### config.mk
export PLATFORM = sky130hd
export DESIGN_NAME = fetch_issue_ctrl
export DESIGN_NICKNAME = d
export VERILOG_FILES = /design/src/rtl/fetch_issue_ctrl_pkg.sv /design/src/rtl/fetch_pc_mux.sv /design/src/rtl/fetch_issue_ctrl.sv
export SDC_FILE = /design/constraint.sdc
export NUM_CORES = 1
export LEC_CHECK = 0
export BUFFER_PORTS_ARGS = -buffer_cell sky130_fd_sc_hd__buf_2
export CAP_MARGIN = 5
export CORE_MARGIN = 3
export CORE_UTILIZATION = 38
export CTS_BUF_LIST = sky130_fd_sc_hd__clkbuf_8
export CTS_CLUSTER_DIAMETER = 200
export DETAILED_ROUTE_END_ITERATION = 12
export PLACE_DENSITY = 0.69
export SLEW_MARGIN = 20
export SYNTH_ARGS = -nofsm -noshare
export SYNTH_HDL_FRONTEND = slang
export SYNTH_SLANG_ARGS = --single-unit
### constraint.sdc
create_clock -name clock -period 6.5 [get_ports clock]
set_clock_uncertainty 0.1 [all_clocks]
set_input_delay 1.625 -clock clock [delete_from_list [all_inputs] [get_ports clock]]
set_output_delay 1.625 -clock clock [all_outputs]
set_load 0.1 [all_outputs]
### src/rtl/fetch_issue_ctrl_pkg.sv
// fetch_issue_ctrl_pkg: shared fetch FSM encodings and constants.
package fetch_issue_ctrl_pkg;
   typedef enum logic [1:0] {IDLE = 2'd0, RUN = 2'd1, WAIT = 2'd2} state_t;
   localparam int unsigned PC_INCR = 4;
   localparam logic [31:0] NOP = 32'h0000_0013;
endpackage

### src/rtl/fetch_pc_mux.sv
// fetch_pc_mux: combinational next-PC select (reset > start > redirect > increment > hold).
module fetch_pc_mux
   import fetch_issue_ctrl_pkg::*;
#(
   parameter int unsigned ADDRESS_BITS = 32,
   parameter logic [ADDRESS_BITS-1:0] RESET_PC = '0
) (
   input  logic                    i_reset,
   input  logic                    i_start,
   input  logic                    i_redirect,
   input  logic                    i_inc,
   input  logic [ADDRESS_BITS-1:0] i_pc,
   input  logic [ADDRESS_BITS-1:0] i_program_address,
   input  logic [ADDRESS_BITS-1:0] i_redirect_pc,
   output logic [ADDRESS_BITS-1:0] o_next_pc
);
   always_comb o_next_pc = i_reset    ? RESET_PC :
                           i_start    ? i_program_address :
                           i_redirect ? i_redirect_pc :
                           i_inc      ? i_pc + ADDRESS_BITS'(PC_INCR) : i_pc;
endmodule

### src/rtl/fetch_issue_ctrl.sv
// fetch_issue_ctrl: owns the PC, issues instruction-memory reads, drives issue_PC/flush to the receive stage.
// FETCH_MISALIGN_CHECK_EN adds misalign_exception and sends misaligned redirects back to IDLE.
module fetch_issue_ctrl
   import fetch_issue_ctrl_pkg::*;
#(
   parameter int unsigned ADDRESS_BITS = 32,
   parameter logic [ADDRESS_BITS-1:0] RESET_PC = '0,
   parameter int unsigned SCAN_CYCLES_MIN = 0,
   parameter int unsigned SCAN_CYCLES_MAX = 1000
) (
   input  logic                    clock,
   input  logic                    reset,
   input  logic                    start,
   input  logic [ADDRESS_BITS-1:0] program_address,
   input  logic                    stall,
   input  logic                    redirect_valid,
   input  logic [ADDRESS_BITS-1:0] redirect_PC,
   input  logic                    i_mem_ready,
   output logic                    i_mem_read,
   output logic [ADDRESS_BITS-1:0] i_mem_address,
   output logic [ADDRESS_BITS-1:0] issue_PC,
   output logic                    flush,
`ifdef FETCH_MISALIGN_CHECK_EN
   output logic                    misalign_exception,
`endif
   input  logic                    scan
);
   state_t                  r_state;
   logic [ADDRESS_BITS-1:0] r_pc, r_issue_pc, w_next_pc;
   logic                    r_flush, w_idle, w_start, w_redirect, w_accept, w_bad_target, w_unused_scan;
`ifdef FETCH_MISALIGN_CHECK_EN
   logic r_misalign;
   assign w_bad_target       = |redirect_PC[1:0];
   assign misalign_exception = r_misalign;
`else
   assign w_bad_target = 1'b0;
`endif
   // scan tracing is a simulation-only aid; nothing in hardware consumes it
   assign w_unused_scan = scan & (SCAN_CYCLES_MIN <= SCAN_CYCLES_MAX);
   assign w_idle        = r_state == IDLE;
   assign w_start       = w_idle & start;
   assign w_redirect    = ~w_idle & redirect_valid & ~w_bad_target;
   assign w_accept      = i_mem_read & i_mem_ready & ~stall & ~redirect_valid;
   assign i_mem_read    = ~w_idle;
   assign i_mem_address = r_pc;
   assign issue_PC      = r_issue_pc;
   assign flush         = r_flush;
   fetch_pc_mux #(.ADDRESS_BITS(ADDRESS_BITS), .RESET_PC(RESET_PC)) u_pc_mux (
      .i_reset          (reset),
      .i_start          (w_start),
      .i_redirect       (w_redirect),
      .i_inc            (w_accept),
      .i_pc             (r_pc),
      .i_program_address(program_address),
      .i_redirect_pc    (redirect_PC),
      .o_next_pc        (w_next_pc)
   );
   always_ff @(posedge clock) begin
      r_pc <= w_next_pc;
      if (reset) begin
         r_state    <= IDLE;
         r_issue_pc <= RESET_PC;
         r_flush    <= 1'b1;
`ifdef FETCH_MISALIGN_CHECK_EN
         r_misalign <= 1'b0;
`endif
      end else begin
`ifdef FETCH_MISALIGN_CHECK_EN
         r_misalign <= ~w_idle & redirect_valid & w_bad_target;
`endif
         if (w_idle) begin
            r_flush <= 1'b1;
            if (start) r_state <= RUN;
         end else if (redirect_valid) begin
            r_flush <= 1'b1;
            r_state <= w_bad_target ? IDLE : RUN;
         end else if (!stall) begin
            r_flush <= ~i_mem_ready;
            r_state <= i_mem_ready ? RUN : WAIT;
            if (i_mem_ready) r_issue_pc <= r_pc;
         end
      end
   end
endmodule
==> metrics.yaml <==
placement_rows: 34
synth_top_cells_by_area: "sky130_fd_sc_hd__dfxtp_1 38%, sky130_fd_sc_hd__nand2_1 8.4%, sky130_fd_sc_hd__a21oi_1 6.9%"
cts_setup_buffers: 0
hp-class: "reg2reg"
cp.arrival_ns: 3.79
synth_compound_area_share_pct: 23.4
post-route-min-period_ns: 3.61
total_number_of_clock_tree_sinks: 67
grt_pass1_wl_mm: 17.5
total_cts_buffers: 9
crit-reg2reg-launch: "r_state[0]"
wire_length_per_cell_um: 16.6
number_of_global_route_vias_before_repair: 3539
yosys.area.top_type: "sky130_fd_sc_hd__dfxtp_1"
dr_total_vias: 3834
clock_tree.htree_level_count: 3
synthDominantCellAreaShare_pct: 37.7
detail_route.iter0.violations: 275
clk_pin_slew_ns: 0.08
syn-cell-area_um2: 3560
hpwlAfterDp_mm: 8.11
critical_path.max_fanout: 23
min_path_cells: 2
min_period_over_period_pct: 55.6
drive_above_1_share_pct: 30.8
rsz0062_at_grt: "no"
dieArea_um2: 10600
synth-seq-cells: 67
timing.reg2reg.setup_slack_ns: 3.82
synth_most_common_cell: "sky130_fd_sc_hd__nand2_1"
globalRouteTotalUtil_pct: 21.4
status: "finished, final reports clean"
place_ws_ns: 2.52
timing.critical_path.to_type: "flip-flop"
ys_warn_count: 0
worst_ep_required_time_ns: 6.68
synth-edff-count: 0
dp.cells: 660
finalHoldViolCount: 0
placeableCoreArea_um2: 8890
post_synth_xor_area_fraction_pct: 3.94
timing.final.ws_setup_ns: 2.89
routed_wl_mm: 11.2
fin_tns_setup_ns: 0
count_of_different_cell_masters_after_synthesis: 64
crit_path_top_delay_cell: "sky130_fd_sc_hd__nor2_2"
grt_max_degree: 72
initial_utilization_pct: 40.0
holdPathEnd: "issue_PC[16]"
worst_pin_slew_ns: 1.06
floorplan.io_pins: 137
finalSetupViolations: 0
synth.area.mux_share_pct: 0.563
slew-limit-headroom_pct: 29.2
cts_max_path_buffers: 2
postRouteAntennaNets: 0
holdBufCountCts: 0
layoutNonFillerInstCount: 676
ys_seq_area_share_pct: 37.7
drc: 0
maxCapViolations: 0
timing_max_transition_violations_final: 0
synthCells: 447
slowest_delay_ns: 0.60
path_cells: "buf_2, o21bai_1, nor2_2, buf_4, nand2_1, or4_1, a21oi_1"
leading_register_cell_type_out_of_synthesis: "sky130_fd_sc_hd__dfxtp_1"
port_buffers: 135
synth_adder_area_share_pct: 0.352
syn-mean-instance-area_um2: 7.96
antennaDiodeCount: 0
worst-setup-path-type: "in2reg"
grt_overflow: 0
final_nets: 635
clockRootBuffer: "sky130_fd_sc_hd__clkbuf_8"
viasPerCell: 5.67
met2_length_mm: 5.33
synthSimpleGateAreaFrac_pct: 27.1
detailedRoute.firstPassIterationCount: 5
cp-start-kind: "input port"
net_count_after_synthesis: 519
wl_met1_mm: 4.68
route.met3.wl_mm: 1.03
clkLatencyLatePin_ns: 0.35
postCtsResizedCells: 0
die_w_um: 103
power-per-cell-area_nw_per_um2: 292
largest_family_of_logic_cells_by_synthesized_area: "simple AND/OR/NAND/NOR gates"
crit-reg2reg-capture: "i_mem_address[19]"
timing.fmax_mhz: 277
grt_antenna_before_repair: 0
async_reset_ff_share_pct: 0
hold_path.startpoint: "issue_PC[16]"
die-height_um: 103
area_grow_syn2layout_pct: 25.3
gp_congestion: 0.873
cell_depth_of_the_worst_flop_to_flop_path: 6
cell_leakage_power_nw: 1.87
synth_common_cells: "80 x sky130_fd_sc_hd__nand2_1, 67 x sky130_fd_sc_hd__dfxtp_1, 49 x sky130_fd_sc_hd__a21oi_1"
vdd_drop_max_mv: 0.142
highest_layer: "met4"
tritoncts: "yes"
[layout by cell type, fill, tap and decap left out, drive strengths merged, types with 4 or more instances in the layout]
cell and instances:
buf 141, nand2 80, dfxtp 67, a21oi 49, nor2 30, nand3 15, a211oi 13, nand4 13
o22ai 12, nor3 12, a22oi 11, o21ai 11, clkbuf 10, xor2 9, inv 8, xnor2 7
and3 7, o211ai 5, and4 5, a31oi 4, nor4 4
[routing by layer]
metal  vias up  track usage [%]
met5         -                0
met4         0             5.58
met3        12             5.82
met2       173             35.0
met1      1793             27.9
li1       1856                -
[sequential cells by signal, indices dropped and copies added, names as in the netlist]
signal / count
i_mem_address: 32
issue_PC: 32
r_state: 2
flush: 1
[report_power, final]
part / total [W] / leakage [nW] / switching, W / internal [W]
Combinational: 0.000381 / 1.20 / 0.000295 / 0.0000861
Sequential: 0.000487 / 0.547 / 0.0000500 / 0.000437
Clock: 0.000431 / 0.123 / 0.000166 / 0.000266
Total: 0.00130 / 1.87 / 0.000511 / 0.000789
[how the worst max path moves through the flow]
stage              startpoint                end  slack, ns  depth (start not counted)
3_5_place_dp   redirect_valid  i_mem_address[19]       2.52                          7
6_report       redirect_valid  i_mem_address[19]       2.89                          7
3_3_place_gp   redirect_valid  i_mem_address[19]       2.56                          7
5_1_grt        redirect_valid  i_mem_address[19]       2.73                          7
4_1_cts        redirect_valid  i_mem_address[19]       2.89                          7
2_1_floorplan  redirect_valid  i_mem_address[21]       3.28                          7
[kinds of logic after synthesis]
kind of cell             count (synthesis)
XOR/XNOR                                16
buffers and inverters                   43
AO/OA/AOI/OAI                          129
multiplexers                             2
flip-flops                              67
adder cells (fa/ha/maj)                  1
AND/OR/NAND/NOR                        189
[stage by stage]
stage                     total power [W]  hold WS [ns]  util [%]  area [um2]
final                             0.00130         0.352      50.1        4460
after global routing              0.00136         0.371      50.1        4460
after CTS                         0.00131         0.354      50.1        4460
after detailed placement         0.000877         0.343      47.3        4210
after global placement           0.000872         0.340      47.3        4210
after floorplan                  0.000793         0.558         -        3560
[critical path, delay by kind of cell]
| family | cells | cell delay, ns |
|---|---|---|
| AND/OR/NAND/NOR | 3 | 1.23 |
| AO/OA/AOI/OAI | 2 | 0.38 |
| buffers and inverters | 2 | 0.55 |
[area by class of cell]
type,instances,area [um2]
fillers,875,4430
repair buffers,141,721
clock inverters,6,111
multi-input cells,337,1990
clock buffers,10,138
inverters,7,26.3
well taps,108,135
flip-flops and latches,67,1340
Power figures use the tool's default switching activity.
